**config.mk**
```make
export PLATFORM = sky130hd
export DESIGN_NAME = mmio_uart_tx
export DESIGN_NICKNAME = d
export VERILOG_FILES = /design/src/rtl/uart_mmio_pkg.sv /design/src/rtl/sync_fifo.sv /design/src/rtl/mmio_uart_tx.sv
export SDC_FILE = /design/constraint.sdc
export NUM_CORES = 1
export LEC_CHECK = 0
export CAP_MARGIN = 30
export CORE_UTILIZATION = 40
export CTS_CLUSTER_DIAMETER = 30
export DETAILED_ROUTE_END_ITERATION = 10
export PLACE_DENSITY_LB_ADDON = 0.1
export SETUP_SLACK_MARGIN = 0.15
export SYNTH_ARGS = -nofsm -noshare
export SYNTH_HDL_FRONTEND = slang
export SYNTH_SLANG_ARGS = --single-unit
```
**constraint.sdc**
```tcl
create_clock -name clk_i -period 6.3 [get_ports clk_i]
set_clock_uncertainty 0.1 [all_clocks]
set_input_delay 0.63 -clock clk_i [delete_from_list [all_inputs] [get_ports clk_i]]
set_output_delay 0.63 -clock clk_i [all_outputs]
set_load 0.01 [all_outputs]
```
**src/rtl/uart_mmio_pkg.sv**
```systemverilog
// Shared register offsets, STATUS bit positions and transmitter state type
// for the memory-mapped UART transmitter.
package uart_mmio_pkg;

  localparam logic [31:0] TXDATA_OFF = 32'd0;
  localparam logic [31:0] STATUS_OFF = 32'd4;
  localparam logic [31:0] BAUD_OFF   = 32'd8;
  localparam logic [31:0] WINDOW_LEN = 32'd12;

  localparam int ST_FULL    = 0;
  localparam int ST_EMPTY   = 1;
  localparam int ST_ACTIVE  = 2;
  localparam int ST_OVF     = 4;
  localparam int ST_CNT_LSB = 5;
  localparam int ST_CNT_MSB = 7;

  typedef enum logic [1:0] {
    IDLE,
    START,
    DATA,
    STOP
  } tx_state_t;

  // A divisor below 2 would make the bit counter degenerate, so clamp it.
  function automatic logic [15:0] eff_div(input logic [15:0] div);
    return (div < 16'd2) ? 16'd2 : div;
  endfunction

endpackage

```
**src/rtl/sync_fifo.sv**
```systemverilog
// Synchronous FIFO with occupancy count; a push while full is accepted
// when a pop happens on the same edge.
module sync_fifo #(
  parameter int WIDTH = 8,
  parameter int DEPTH = 4
) (
  input  logic                     clk_i,
  input  logic                     rst_ni,
  input  logic                     push_i,
  input  logic [WIDTH-1:0]         data_i,
  input  logic                     pop_i,
  output logic [WIDTH-1:0]         data_o,
  output logic                     full_o,
  output logic                     empty_o,
  output logic [$clog2(DEPTH):0]   count_o
);

  localparam int AW = $clog2(DEPTH);
  localparam logic [AW:0] FULL_CNT = (AW+1)'(DEPTH);

  logic [WIDTH-1:0] mem [DEPTH];
  logic [AW-1:0]    wr_ptr;
  logic [AW-1:0]    rd_ptr;
  logic [AW:0]      count;
  logic             do_push;
  logic             do_pop;

  assign do_pop  = pop_i && (count != '0);
  assign do_push = push_i && ((count != FULL_CNT) || do_pop);

  always_ff @(posedge clk_i) begin
    if (do_push) mem[wr_ptr] <= data_i;
  end

  always_ff @(posedge clk_i or negedge rst_ni) begin
    if (!rst_ni) begin
      wr_ptr <= '0;
      rd_ptr <= '0;
      count  <= '0;
    end else begin
      if (do_push) wr_ptr <= wr_ptr + AW'(1);
      if (do_pop)  rd_ptr <= rd_ptr + AW'(1);
      case ({do_push, do_pop})
        2'b10:   count <= count + (AW+1)'(1);
        2'b01:   count <= count - (AW+1)'(1);
        default: count <= count;
      endcase
    end
  end

  assign data_o  = mem[rd_ptr];
  assign full_o  = (count == FULL_CNT);
  assign empty_o = (count == '0);
  assign count_o = count;

endmodule

```
**src/rtl/mmio_uart_tx.sv**
```systemverilog
// Memory-mapped 8N1 UART transmitter: TXDATA/STATUS/BAUD register window,
// byte FIFO and a serialiser that runs frames back-to-back while data is queued.
module mmio_uart_tx
  import uart_mmio_pkg::*;
#(
  parameter logic [31:0] BASE_ADDR   = 32'h0000_0200,
  parameter int          FIFO_DEPTH  = 4,
  parameter logic [15:0] DEFAULT_DIV = 16'd16
) (
  input  logic        clk_i,
  input  logic        rst_ni,
  input  logic        mem_write_i,
  input  logic [31:0] data_address_i,
  input  logic [31:0] write_data_i,
  output logic        sel_o,
  output logic [31:0] read_data_o,
  output logic        tx_o,
  output logic        busy_o
);

  localparam int CW = $clog2(FIFO_DEPTH) + 1;

  logic [31:0] offset;
  logic        wr_txdata;
  logic        wr_status;
  logic        wr_baud;

  logic        fifo_pop;
  logic [7:0]  fifo_data;
  logic        fifo_full;
  logic        fifo_empty;
  logic [CW-1:0] fifo_count;
  logic [2:0]  count_sat;

  logic        overflow;
  logic [15:0] div;

  tx_state_t   state, state_n;
  logic [15:0] cnt, cnt_n;
  logic [2:0]  bit_idx, bit_idx_n;
  logic [7:0]  shreg, shreg_n;
  logic [15:0] fdiv, fdiv_n;
  logic        tx, tx_n;

  logic        unused_wdata;
  assign unused_wdata = ^write_data_i[31:16];

  assign offset = data_address_i - BASE_ADDR;
  assign sel_o  = (data_address_i[1:0] == 2'b00) &&
                  (data_address_i >= BASE_ADDR) && (offset < WINDOW_LEN);

  assign wr_txdata = mem_write_i && sel_o && (offset == TXDATA_OFF);
  assign wr_status = mem_write_i && sel_o && (offset == STATUS_OFF);
  assign wr_baud   = mem_write_i && sel_o && (offset == BAUD_OFF);

  sync_fifo #(
    .WIDTH (8),
    .DEPTH (FIFO_DEPTH)
  ) u_fifo (
    .clk_i   (clk_i),
    .rst_ni  (rst_ni),
    .push_i  (wr_txdata),
    .data_i  (write_data_i[7:0]),
    .pop_i   (fifo_pop),
    .data_o  (fifo_data),
    .full_o  (fifo_full),
    .empty_o (fifo_empty),
    .count_o (fifo_count)
  );

  assign count_sat = (32'(fifo_count) > 32'd7) ? 3'd7 : 3'(fifo_count);

  always_ff @(posedge clk_i or negedge rst_ni) begin
    if (!rst_ni) begin
      overflow <= 1'b0;
      div      <= DEFAULT_DIV;
    end else begin
      if (wr_status) overflow <= 1'b0;
      else if (wr_txdata && fifo_full && !fifo_pop) overflow <= 1'b1;
      if (wr_baud) div <= write_data_i[15:0];
    end
  end

  always_comb begin
    read_data_o = '0;
    if (sel_o) begin
      case (offset)
        STATUS_OFF: begin
          read_data_o[ST_FULL]                = fifo_full;
          read_data_o[ST_EMPTY]               = fifo_empty;
          read_data_o[ST_ACTIVE]              = (state != IDLE);
          read_data_o[ST_OVF]                 = overflow;
          read_data_o[ST_CNT_MSB:ST_CNT_LSB]  = count_sat;
        end
        BAUD_OFF: read_data_o = {16'h0000, div};
        default:  read_data_o = '0;
      endcase
    end
  end

  always_ff @(posedge clk_i or negedge rst_ni) begin
    if (!rst_ni) begin
      state   <= IDLE;
      cnt     <= '0;
      bit_idx <= '0;
      shreg   <= '0;
      fdiv    <= DEFAULT_DIV;
      tx      <= 1'b1;
    end else begin
      state   <= state_n;
      cnt     <= cnt_n;
      bit_idx <= bit_idx_n;
      shreg   <= shreg_n;
      fdiv    <= fdiv_n;
      tx      <= tx_n;
    end
  end

  // The divisor is sampled only when a byte is popped, so BAUD writes land on the next frame.
  always_comb begin
    state_n   = state;
    cnt_n     = cnt;
    bit_idx_n = bit_idx;
    shreg_n   = shreg;
    fdiv_n    = fdiv;
    tx_n      = tx;
    fifo_pop  = 1'b0;
    case (state)
      IDLE: begin
        tx_n = 1'b1;
        if (!fifo_empty) begin
          fifo_pop = 1'b1;
          shreg_n  = fifo_data;
          fdiv_n   = eff_div(div);
          cnt_n    = eff_div(div) - 16'd1;
          tx_n     = 1'b0;
          state_n  = START;
        end
      end
      START: begin
        if (cnt == '0) begin
          state_n   = DATA;
          bit_idx_n = '0;
          cnt_n     = fdiv - 16'd1;
          tx_n      = shreg[0];
        end else begin
          cnt_n = cnt - 16'd1;
        end
      end
      DATA: begin
        if (cnt == '0) begin
          cnt_n = fdiv - 16'd1;
          if (bit_idx == 3'd7) begin
            state_n = STOP;
            tx_n    = 1'b1;
          end else begin
            bit_idx_n = bit_idx + 3'd1;
            shreg_n   = {1'b0, shreg[7:1]};
            tx_n      = shreg[1];
          end
        end else begin
          cnt_n = cnt - 16'd1;
        end
      end
      STOP: begin
        if (cnt == '0) begin
          if (!fifo_empty) begin
            fifo_pop = 1'b1;
            shreg_n  = fifo_data;
            fdiv_n   = eff_div(div);
            cnt_n    = eff_div(div) - 16'd1;
            tx_n     = 1'b0;
            state_n  = START;
          end else begin
            tx_n    = 1'b1;
            state_n = IDLE;
          end
        end else begin
          cnt_n = cnt - 16'd1;
        end
      end
      default: state_n = IDLE;
    endcase
  end

  assign tx_o   = tx;
  assign busy_o = (state != IDLE) || !fifo_empty;

endmodule

```
Yosys cells after proc, flatten, opt, wreduce, memory -nomap -nowiden --
Memories as Yosys holds them, arrays and structs flattened. Cells that the tools add are included. W data, S select, Z words.
Operators by class: add/subtract/negate cells 9, $lt $le $gt $ge 3, eq/ne operators 16, mux-type cells 43, reduce and logical (&&, ||, !) cells 32
Operators by type and width (count):
- $mux W16 | 7
- $pmux W16 S3 | 1
- $sub A16 B1 Y16 const B | 3
- $mux W8 | 5
- $eq A32 B3 Y1 const B | 1
- $eq A32 B4 Y1 const B | 1
- $ge A32 B10 Y1 const B | 1
- $logic_not A32 Y1 | 1
- $lt A32 B4 Y1 const B | 1
- $pmux W16 S2 | 1
- $sub A32 B10 Y32 const B | 1
- $pmux W8 S3 | 1
- $pmux W3 S2 | 3
- $logic_not A16 Y1 | 1
- $lt A16 B2 Y1 const B | 1
- $mux W1 | 13
- $ne A2 B2 Y1 const B | 6
- $logic_and A1 B1 Y1 | 10
- $mux W2 | 5
- $reduce_bool A2 Y1 | 5
- $mux W3 | 3
- $pmux W2 S4 | 1
- $pmux W4 S2 | 1
- $reduce_and A4 Y1 | 2
- 18 further kinds | 28
Storage, ports and cells: flip-flop bits (word level) 70, RAM bits 32, bits of input ports 67, output and inout port bits 35, word-level logic and storage cells 115, memories kept 1
Memories:
- u_fifo.mem | words 4, width 8, rd ports 1, clocked after memory_dff 0, wr ports 1, RTL line sync_fifo.sv:21 | logic [WIDTH-1:0] mem [DEPTH];

Logic depth before layout (Yosys ltp) --
depth after elaboration 9, gate-level depth with buffers 13, mapped depth without buffers 13

By module --
From an unflattened synthesis, not the netlist that was laid out.
Unflattened totals: cells, all modules 603, area, all modules 6253.5 um2
Modules (own cells, without submodules):
- mmio_uart_tx | instances 1, cells each 522, area each 4667.0 um2
- sync_fifo | instances 1, cells each 81, area each 1586.5 um2

Least setup slack after synthesis --
No wires, ideal clock.
path kind input-to-reg, from input data_address_i[17], to register u_fifo.count[2] (netlist: u_fifo.count_o[2]), arrival time 3423 ps, setup slack 2690 ps, cell stages on the path 9, buffers on the path 0, cells stage by stage or4_4 a2111oi_4 o21a_1 nand4_2 a2111oi_4 nor2_1 fa_1 or3_1 a22oi_1
Between the ends: longest elaborated chain between the ends 8
Ends and longest elaborated chain:
- start: declaration | RTL line mmio_uart_tx.sv:13 | input logic [31:0] data_address_i,
- $sub A32 B10 Y32 / $ge A32 B10 Y1 (equally long branches) | RTL line mmio_uart_tx.sv:48, mmio_uart_tx.sv:50
- $lt A32 B4 Y1 / $logic_and A1 B1 Y1 (equally long branches) | RTL line mmio_uart_tx.sv:50, mmio_uart_tx.sv:49
- $logic_and A1 B1 Y1 | RTL line mmio_uart_tx.sv:50 | (data_address_i >= BASE_ADDR) && (offset < WINDOW_LEN);
- $logic_and A1 B1 Y1 | RTL line mmio_uart_tx.sv:52 | assign wr_txdata = mem_write_i && sel_o && (offset == TXDATA_OFF);
- $logic_and A1 B1 Y1 * | RTL line mmio_uart_tx.sv:52
- $logic_and A1 B1 Y1 * | RTL line sync_fifo.sv:29 | assign do_push = push_i && ((count != FULL_CNT) || do_pop);
- $eq A2 B1 Y1 / $eq A2 B2 Y1 (equally long branches) | RTL line sync_fifo.sv:43 | case ({do_push, do_pop})
- $pmux W3 S2 / $reduce_bool A2 Y1 (equally long branches)
- end signal: assignment | RTL line sync_fifo.sv:44 | 2'b10: count <= count + (AW+1)'(1);
- end signal: assignment | RTL line sync_fifo.sv:45 | 2'b01: count <= count - (AW+1)'(1);
- end signal: assignment | RTL line sync_fifo.sv:46 | default: count <= count;
- end: declaration | RTL line sync_fifo.sv:24 | logic [AW:0] count;
Every way passes the cells marked *; elsewhere a longest branch is shown, timed or not. A chain may end at the register's enable or synchronous reset.

Worst setup path after layout --
from input data_address_i[9], to output read_data_o[3]
Between the ends: longest elaborated chain between the ends 4
Ends and longest elaborated chain:
- $sub A32 B10 Y32 / $ge A32 B10 Y1 (equally long branches) | RTL line mmio_uart_tx.sv:48, mmio_uart_tx.sv:50
- $lt A32 B4 Y1 (tied with other cells) | RTL line mmio_uart_tx.sv:50
- $logic_and A1 B1 Y1 / $mux W1 (equally long branches) | RTL line mmio_uart_tx.sv:50, mmio_uart_tx.sv:87
- $mux W16 * | RTL line mmio_uart_tx.sv:86 | if (sel_o) begin
- end: declaration | RTL line mmio_uart_tx.sv:16 | output logic [31:0] read_data_o,
Marked as above.

==> results.txt <==
Status: finished clean
Routed Wire Length: 15700 microns
Setup TNS: 0 ps
Fmax: 203 MHz
First-pass iteration count of the detailed router: 5
Post-DP Area: 0.00721 sq mm
Post-synthesis sequential area ratio: 42.4%
# fillers: 1457
Critical Path End Type: output port
Clock network power share: 36.5%
Clock slew at reported path FFs: 80 ps
Core box area: 0.0154 sq mm
Longest Clk Path Bufs: 2
Sw frac: 28.2%
Post-Layout Cell Count: 899
Cells on worst reg2reg path: 10
Post-synth cell types: 74
DR iter-0 viols: 345
Global-route wire length before repair: 25800 microns
Max VDD drop: 0.120 mV
WP data required: 5570 ps
Post-synth top area cell: dfrtp_1
Fin crit share: 78.1%
Die Y: 129 microns
Crit Path Category: in2out
#FFs+latches synth: 102
WL per Instance: 17.4 microns
Site Rows: 45
Total CTS buffers: 9
RSZ-0062 raised after global routing: false
Asr flop ratio synth: 68.6%
Port buffer count: 69
Final hold vios: 0
Combinational share of power: 16.1%
Reg2reg start: state[0]
Placed insts: 882
Clk root buf: clkbuf_16
Net switching power: 435 uW
Initial antenna violation count: 0
Initial Util: 41.5%
Final net count: 766
Largest net degree at the start of global routing: 71
Leakage: 3.17 nW
Clk_lat worst skew: 350 ps
Area grow syn2layout: 17.8%
Commonest non-fill, non-tap cell in the layout: clkdlybuf4s50_1
Reg power frac: 47.4%
Relative slew slack: 31.8%
Diodes inserted: 0
CTS tree: done
Hold_buf cts: 0
Placer Congestion: 0.909
Post-route cell area: 0.00754 sq mm
Ys flop type: dfrtp_1
Via Count: 4988
DP Wirelength: 11500 microns
Vias in the first global route: 5004
DR DRC count: 0
Avg Inst Size Synth: 10.2 sq um
Synth warnings: 0
Arrival time worst endpoint: 4190 ps
DRT antenna net count: 0
CTS sink cnt: 102
CTS H-tree lvls: 3
Multi-input gate area: 0.00345 sq mm
Congestion Overflow GR: 0
I/O Pins: 102
Maxcap violations: 0
Cell-internal power: 1.11 mW
Via density: 5.55
R2R Setup Slk: 2720 ps
Worst-path maximum fanout: 9
Post-CTS setup buffer count: 0
Most frequent cells in the layout: clkdlybuf4s50_1, dfrtp_1, nor2_1, nand2_1
Post_cts resized: 0
Synth top area share: 26.2%
Die area: 0.0165 sq mm
Cells after Synth: 626
Share of cells above drive strength 1: 11.5%
Number of synthesized flops with an enable pin: 32
Sequential Area: 0.00272 sq mm
Die width: 129 microns
Pwr per Cell Area: 205 mW/mm^2
Synth Cell Area: 0.00640 sq mm
Total track usage: 20.2%
Synth area leaders: dfrtp_1, edfxtp_1, mux2_2
Hold Crit Class: in2async
Min Tclk post-route: 4920 ps
Worst-Margin Slew: 1020 ps
CP startpoint kind: input port
Reg2Reg Capture Point: u_fifo.count_o[2]
Pins Over Slew Limit: 0
Setup-failing EPs final: 0
==> layer usage <==
metal  part of all wire (%)  GRT usage [%]  wire length (microns)
met1                     48           27.9                   7440
met4                    1.1           6.09                    165
met2                     47           32.2                   7340
met5                      0              0                      0
met3                    4.5           3.62                    708
==> layout make-up <==
cell class	instances	area share [%]
well taps	211	3.50
multi-input cells	478	45.8
clock buffers	9	2.99
clock inverters	7	1.03
repair buffers	73	9.75
inverters	19	0.946
flip-flops and latches	102	36.0
==> Yosys cell counts, types with 6 or more instances <==
| cell type | n |
|---|---|
| or3_1 | 9 |
| nor3_1 | 23 |
| buf_4 | 16 |
| and2_1 | 11 |
| edfxtp_1 | 32 |
| nand3_1 | 11 |
| nand2b_1 | 7 |
| and3_1 | 7 |
| nor2_1 | 56 |
| a22oi_1 | 11 |
| mux4_2 | 8 |
| o21ai_0 | 27 |
| ha_1 | 15 |
| a21oi_1 | 32 |
| nor4_1 | 17 |
| inv_1 | 19 |
| xnor2_1 | 22 |
| nand2_1 | 41 |
| a2bb2oi_1 | 7 |
| dfrtp_1 | 67 |
| clkbuf_1 | 22 |
| mux2i_1 | 9 |
| xor2_1 | 17 |
| mux2_4 | 10 |
| mux2_2 | 22 |
| a31oi_1 | 6 |
==> worst max-delay path, cell delays in order <==
cell	delay, ps
clkdlybuf4s50_1	530
or4b_1	460
nor4_1	590
nand2_1	210
or3_4	400
a2111oi_4	570
and2_1	250
clkdlybuf4s50_1	550
==> metrics by stage <==
stage	hold slack, ps	power, mW	setup slack [ps]	utilization [%]
2_1_floorplan	234	0.905	2690	-
3_5_place_dp	390	0.993	1390	46.7
5_1_grt	297	1.62	1120	48.9
3_3_place_gp	367	0.984	1430	46.7
4_1_cts	407	1.56	1370	48.7
6_report	251	1.54	1380	48.9
==> kinds of logic after synthesis <==
| family | Yosys count | synth area share (%) |
|---|---|---|
| AND/OR/NAND/NOR | 222 | 18.7 |
| buffers and inverters | 61 | 4.63 |
| adder cells (fa/ha/maj) | 16 | 3.24 |
| other | 1 | 0.0586 |
| flip-flops | 102 | 42.4 |
| AO/OA/AOI/OAI | 136 | 15.1 |
| XOR/XNOR | 39 | 5.33 |
| multiplexers | 49 | 10.4 |
==> sequential cells by signal, indices dropped and copies added (netlist names) <==
signal,cells
u_fifo.mem,32
cnt,16
div,16
fdiv,16
shreg,8
bit_idx,3
u_fifo.count_o,3
state,2
u_fifo.rd_ptr,2
u_fifo.wr_ptr,2
overflow,1
tx_o,1
==> worst max path at each step <==
stage,startpoint,endpoint,slack (ps),depth (start not counted)
finish,data_address_i[9],read_data_o[3],1380,8
floorplan,data_address_i[17],u_fifo.count_o[2],2690,9
CTS,data_address_i[11],read_data_o[3],1370,8
global placement,data_address_i[11],read_data_o[3],1430,8
detailed placement,data_address_i[11],read_data_o[3],1390,8
global route,data_address_i[9],read_data_o[3],1120,8
==> power by group through the flow <==
stage,clock [mW],sequential [mW],combinational (mW)
after floorplan,0,0.743,0.162
after global placement,0,0.744,0.240
after detailed placement,0,0.745,0.248
after CTS,0.579,0.732,0.248
after global routing,0.600,0.736,0.280
final,0.563,0.732,0.249
No activity file was read; power rests on OpenSTA's default activity.
==> edit 1: new RTL, same flow settings <==
Reset style: synchronous (`rst_ni`), changed in 3 clocked blocks.
--- a/src/rtl/sync_fifo.sv
+++ b/src/rtl/sync_fifo.sv
@@ -34,3 +34,3 @@
 
-  always_ff @(posedge clk_i or negedge rst_ni) begin
+  always_ff @(posedge clk_i) begin
     if (!rst_ni) begin
--- a/src/rtl/mmio_uart_tx.sv
+++ b/src/rtl/mmio_uart_tx.sv
@@ -72,3 +72,3 @@
 
-  always_ff @(posedge clk_i or negedge rst_ni) begin
+  always_ff @(posedge clk_i) begin
     if (!rst_ni) begin
@@ -100,3 +100,3 @@
 
-  always_ff @(posedge clk_i or negedge rst_ni) begin
+  always_ff @(posedge clk_i) begin
     if (!rst_ni) begin
Function: differs if rst_ni is asserted again (counterexample within 4 cycles, from zero or initial values and one cycle with rst_ni low); with rst_ni held inactive, the same outputs for 4 cycles.
==> edit 1 against the unedited design <==
- area after synthesis decreased by 0.55%
- design area fell by 1.5%
- global-route usage decreased by 0.64 points
- utilization is 0.55 points lower
- sequential cell count rose by 2
- wire length down 2.6%
- setup slack got worse by 490 ps
- register-to-register slack worse by 70 ps
- count of clock-buffer cells in the layout unchanged
Power is not compared: it rests on default switching activity, and its combinational part moved more than twofold at a synthesized area within 25%.
==> edit 1: results (changes against the unedited design) <==
Outcome
  – Status: completed

Critical path
  – CP Max Fanout: 10 (+1)
  – Worst path max stage delay: 620 ps (+30 ps)
  – Reg-to-reg startpoint: cnt[2]$_SDFF_PN0_
  – R2R cell count: 6 (-4)
  – Crit-path slowest cell: or3_2
  – R2R Setup Slk: 2650 ps (-70 ps)
  – Reg2Reg Capture Point: u_fifo.mem[2][2]$_DFFE_PP_
  – Crit path arrival time: 4690 ps (+500 ps)

Die
  – Initial Utilization: 41.4% (-0.076 points)

Route
  – Total number of vias: 5,045 (+1.1%)
  – Drt first pass iters: 4 (-1)

Synthesis
  – Commonest cells in the synthesized netlist: 74 x nand2_1, 72 x dfxtp_1, 49 x nor2_1
  – Post-synthesis xor/xnor area fraction: 5.50% (+0.17 points)
  – Post-synthesis sequential area ratio: 37.7% (-4.7 points)
  – Post-synthesis mux area share: 8.06% (-2.4 points)
  – Largest cells by area after synthesis: dfxtp_1 23%, edfxtp_1 15%, mux2i_1 4.9%, nand2_1 4.4%, xnor2_1 3.4%
  – Main flop type after synthesis: dfxtp_1
  – Synth Area in Adders: 3.26% (+0.018 points)

Final layout
  – Final net count: 822 (+7.3%)
  – Share of post-route cells with drive strength above 1: 7.26% (-4.2 points)

GRT
  – Largest net degree at the start of global routing: 76 (+7.0%)
  – First-pass GRT wire length: 25,300 um (-2.0%)
  – Vias in the first global route: 4,914 (-1.8%)
  – Tot GR Track Use: 19.5% (-0.64 points)

Worst hold path
  – Min-delay worst type: flip-flop to flip-flop

Placed design
  – Dpl cell area: 7110 sq um (-1.5%)
  – DP HPWL: 11,000 um (-4.2%)

Power
  – Power, Total: 2810 uW

STA
  – Measured slew at the worst slew-check pin: 848 ps (-176 ps)
edit 1: worst register-to-register path: cells and delay by family, from the launching register on:
kind	cells	cell delay, ps
AO/OA/AOI/OAI	2	750
flip-flops	1	360
AND/OR/NAND/NOR	4	2100
edit 1: area by class of cell:
| class | instances | area (sq um) |
|---|---|---|
| tap | 211 | 264 |
| fill | 1436 | 7940 |
| inverter | 18 | 67.6 |
| sequential | 104 | 2400 |
| clock buffer | 9 | 225 |
| timing repair buffer | 76 | 738 |
| multi-input combinational | 530 | 3640 |
| clock inverter | 7 | 91.3 |
edit 1: how the worst min path moves through the flow:
stage,from,end,slack (ps)
floorplan,fdiv[15]$_SDFFE_PN0P_,fdiv[15]$_SDFFE_PN0P_,360
global placement,bit_idx[2]$_SDFFE_PN0P_,bit_idx[2]$_SDFFE_PN0P_,370
CTS,tx_o$_SDFFE_PN1P_,tx_o$_SDFFE_PN1P_,390
global route,shreg[5]$_SDFFE_PN0P_,shreg[5]$_SDFFE_PN0P_,420
finish,tx_o$_SDFFE_PN1P_,tx_o$_SDFFE_PN1P_,390
detailed placement,tx_o$_SDFFE_PN1P_,tx_o$_SDFFE_PN1P_,380
edit 1: per-stage QoR:
step                setup slack, ps  instances  util, %  hold slack [ps]
floorplan                      2280        707        -              356
global placement                952        937     46.2              368
detailed placement              888        938     46.2              380
CTS                             873        954     48.3              392
global route                    662        955     48.3              418
finish                          884        955     48.3              386
edit 1: layer usage:
| layer | wire [um] | global-route usage (%) | up-vias | share of wire, % |
|---|---|---|---|---|
| met5 | 0 | 0 | - | 0 |
| met4 | 205 | 5.47 | 0 | 1.3 |
| met3 | 483 | 2.80 | 16 | 3.2 |
| met2 | 7280 | 32.4 | 93 | 48 |
| met1 | 7280 | 26.4 | 2377 | 48 |
| li1 | - | - | 2559 | - |
==> edit 2: new RTL, same flow settings <==
Without the edit above. Change the parameter `FIFO_DEPTH` from 4 to 2.
--- a/src/rtl/mmio_uart_tx.sv
+++ b/src/rtl/mmio_uart_tx.sv
@@ -6,3 +6,3 @@
   parameter logic [31:0] BASE_ADDR   = 32'h0000_0200,
-  parameter int          FIFO_DEPTH  = 4,
+  parameter int          FIFO_DEPTH  = 2,
   parameter logic [15:0] DEFAULT_DIV = 16'd16
Behaviour: not the same (Yosys sat finds a counterexample within 4 cycles, from zero or initial values and one cycle with rst_ni low).
==> edit 2 against the unedited design <==
- count of clock-buffer cells in the layout grew 1
- hold slack gained 130 ps
- synthesized cell count fell by 5.9%
- area after synthesis is 14% lower
- design area down 13%
- highest routed layer unchanged
- wire length decreased by 14%
- setup slack gained 160 ps
- global-route usage is 0.15 points lower
- sequential cell count down 19
- non-clock buffer count increased by 4
Power is not compared: it rests on default switching activity, and its combinational part moved more than twofold at a synthesized area within 25%.
==> edit 2: results (changes against the unedited design) <==
GRT
  – Met1 usage: 27.7% (-0.21 points)
  – GRT met2 Usage: 31.4% (-0.82 points)
  – Routing usage on met3: 4.26% (+0.64 points)
  – Vias in the first global route: 4,429 (-11%)
  – Largest net degree at the start of global routing: 68 (-4.2%)
  – First-pass GRT wire length: 22,400 um (-13%)
  – Tot GR Track Use: 20.0% (-0.15 points)

Critical path
  – Worst path max stage delay: 740 ps (+150 ps)
  – Reg-to-reg startpoint: div[5]$_DFFE_PN0P_
  – End of the critical path: read_data_o[15]
  – Crit-path slowest cell: or4_1
  – CP Max Fanout: 10 (+1)
  – Crit path arrival time: 4030 ps (-160 ps)
  – R2R cell count: 12 (+2)
  – R2R Setup Slk: 1940 ps (-780 ps)
  – Reg2Reg Capture Point: cnt[14]$_DFF_PN0_
  – Worst setup path start: data_address_i[9]

Synthesis
  – Largest cells by area after synthesis: dfrtp_1 29%, edfxtp_1 8.8%, mux2_2 6.6%, a21oi_1 4.1%, nor2_1 4.0%
  – Post-synthesis sequential area ratio: 39.4% (-3.0 points)
  – Synth unique cells: 73 (-1.4%)
  – Number of flops mapped to enable cells by yosys: 16 (-50%)
  – Ys async rst share: 80.7% (+12 points)
  – Commonest cells in the synthesized netlist: 64 x dfrtp_1, 58 x nor2_1, 45 x a21oi_1

Worst hold path
  – Min-delay worst type: flip-flop to flip-flop

Placed design
  – Port Buffers: 69 (unchanged)
  – DP HPWL: 9810 um (-15%)
  – Routability cong.: 0.903 (-0.64%)

Power
  – LEAKAGE: 0.00273 uW
  – Psw: 272 uW

Final layout
  – Final net count: 725 (-5.4%)
  – Share of post-route cells with drive strength above 1: 12.0% (+0.48 points)

STA
  – Slew margin rel.: 37.0% (+5.3 points)
  – Min Hold Slack: 382 ps (+131 ps)

Outcome
  – Status: completed

Route
  – DR iter-0 viols: 270 (-22%)
  – Via-to-Cell Ratio: 5.47 (-1.4%)
  – Wire per inst: 16.2 um (-6.7%)
  – Antenna viol nets, final: 0 (unchanged)

Clocking
  – H-tree Lvls: 3 (unchanged)
  – Clk slew on worst S/H paths: 60 ps (-20 ps)
  – Post-cts resize count: 0 (unchanged)
  – Clock Path Buffers: 2 (unchanged)
## edit 2: cell types whose count changed after synthesis, sizes merged, moves of 5 or more
cell,delta
edfxtp,-16
a21oi,+13
nand3,-9
o21ai,+9
mux4,-8
a2bb2oi,-6
and3,-5
buf,+5
inv,-5
## edit 2: kinds of logic (layout without fill, tap and decap cells)
group	count (synthesis)	after routing	share of synthesized area (%)
multiplexers	44	44	8.78
AND/OR/NAND/NOR	206	206	21.0
XOR/XNOR	42	42	6.71
AO/OA/AOI/OAI	143	143	16.2
other	1	16	0.0684
buffers and inverters	59	107	5.38
flip-flops	83	83	39.4
adder cells (fa/ha/maj)	11	11	2.51
## edit 2: power by group through the flow
| stage | clock network [uW] | registers (uW) | logic (uW) |
|---|---|---|---|
| 3_5_place_dp | 0 | 581 | 83.4 |
| 6_report | 530 | 571 | 82.7 |
| 4_1_cts | 541 | 571 | 83.6 |
| 3_3_place_gp | 0 | 580 | 82.2 |
| 2_1_floorplan | 0 | 579 | 37.7 |
| 5_1_grt | 564 | 573 | 92.8 |
## edit 2: per-layer routing
layer  wire (um)  vias up
li1            -     2237
met4         173        0
met3         651       16
met5           0        -
met1        6590     2149
met2        6040      126
## edit 2: metrics by stage
stage	total power (uW)	instances	worst slack, ps	area, sq um
floorplan	616	604	2510	5540
global placement	663	810	1550	6250
detailed placement	664	811	1570	6260
CTS	1190	827	1530	6560
global route	1230	828	1360	6560
finish	1180	828	1540	6560
## edit 2: cell type report
class / instances / area, sq um
clock inverters: 6 / 65.1
clock buffers: 10 / 229
multi-input cells: 462 / 3090
fillers: 1261 / 6740
inverters: 14 / 52.6
flip-flops and latches: 83 / 2160
repair buffers: 77 / 747
well taps: 176 / 220
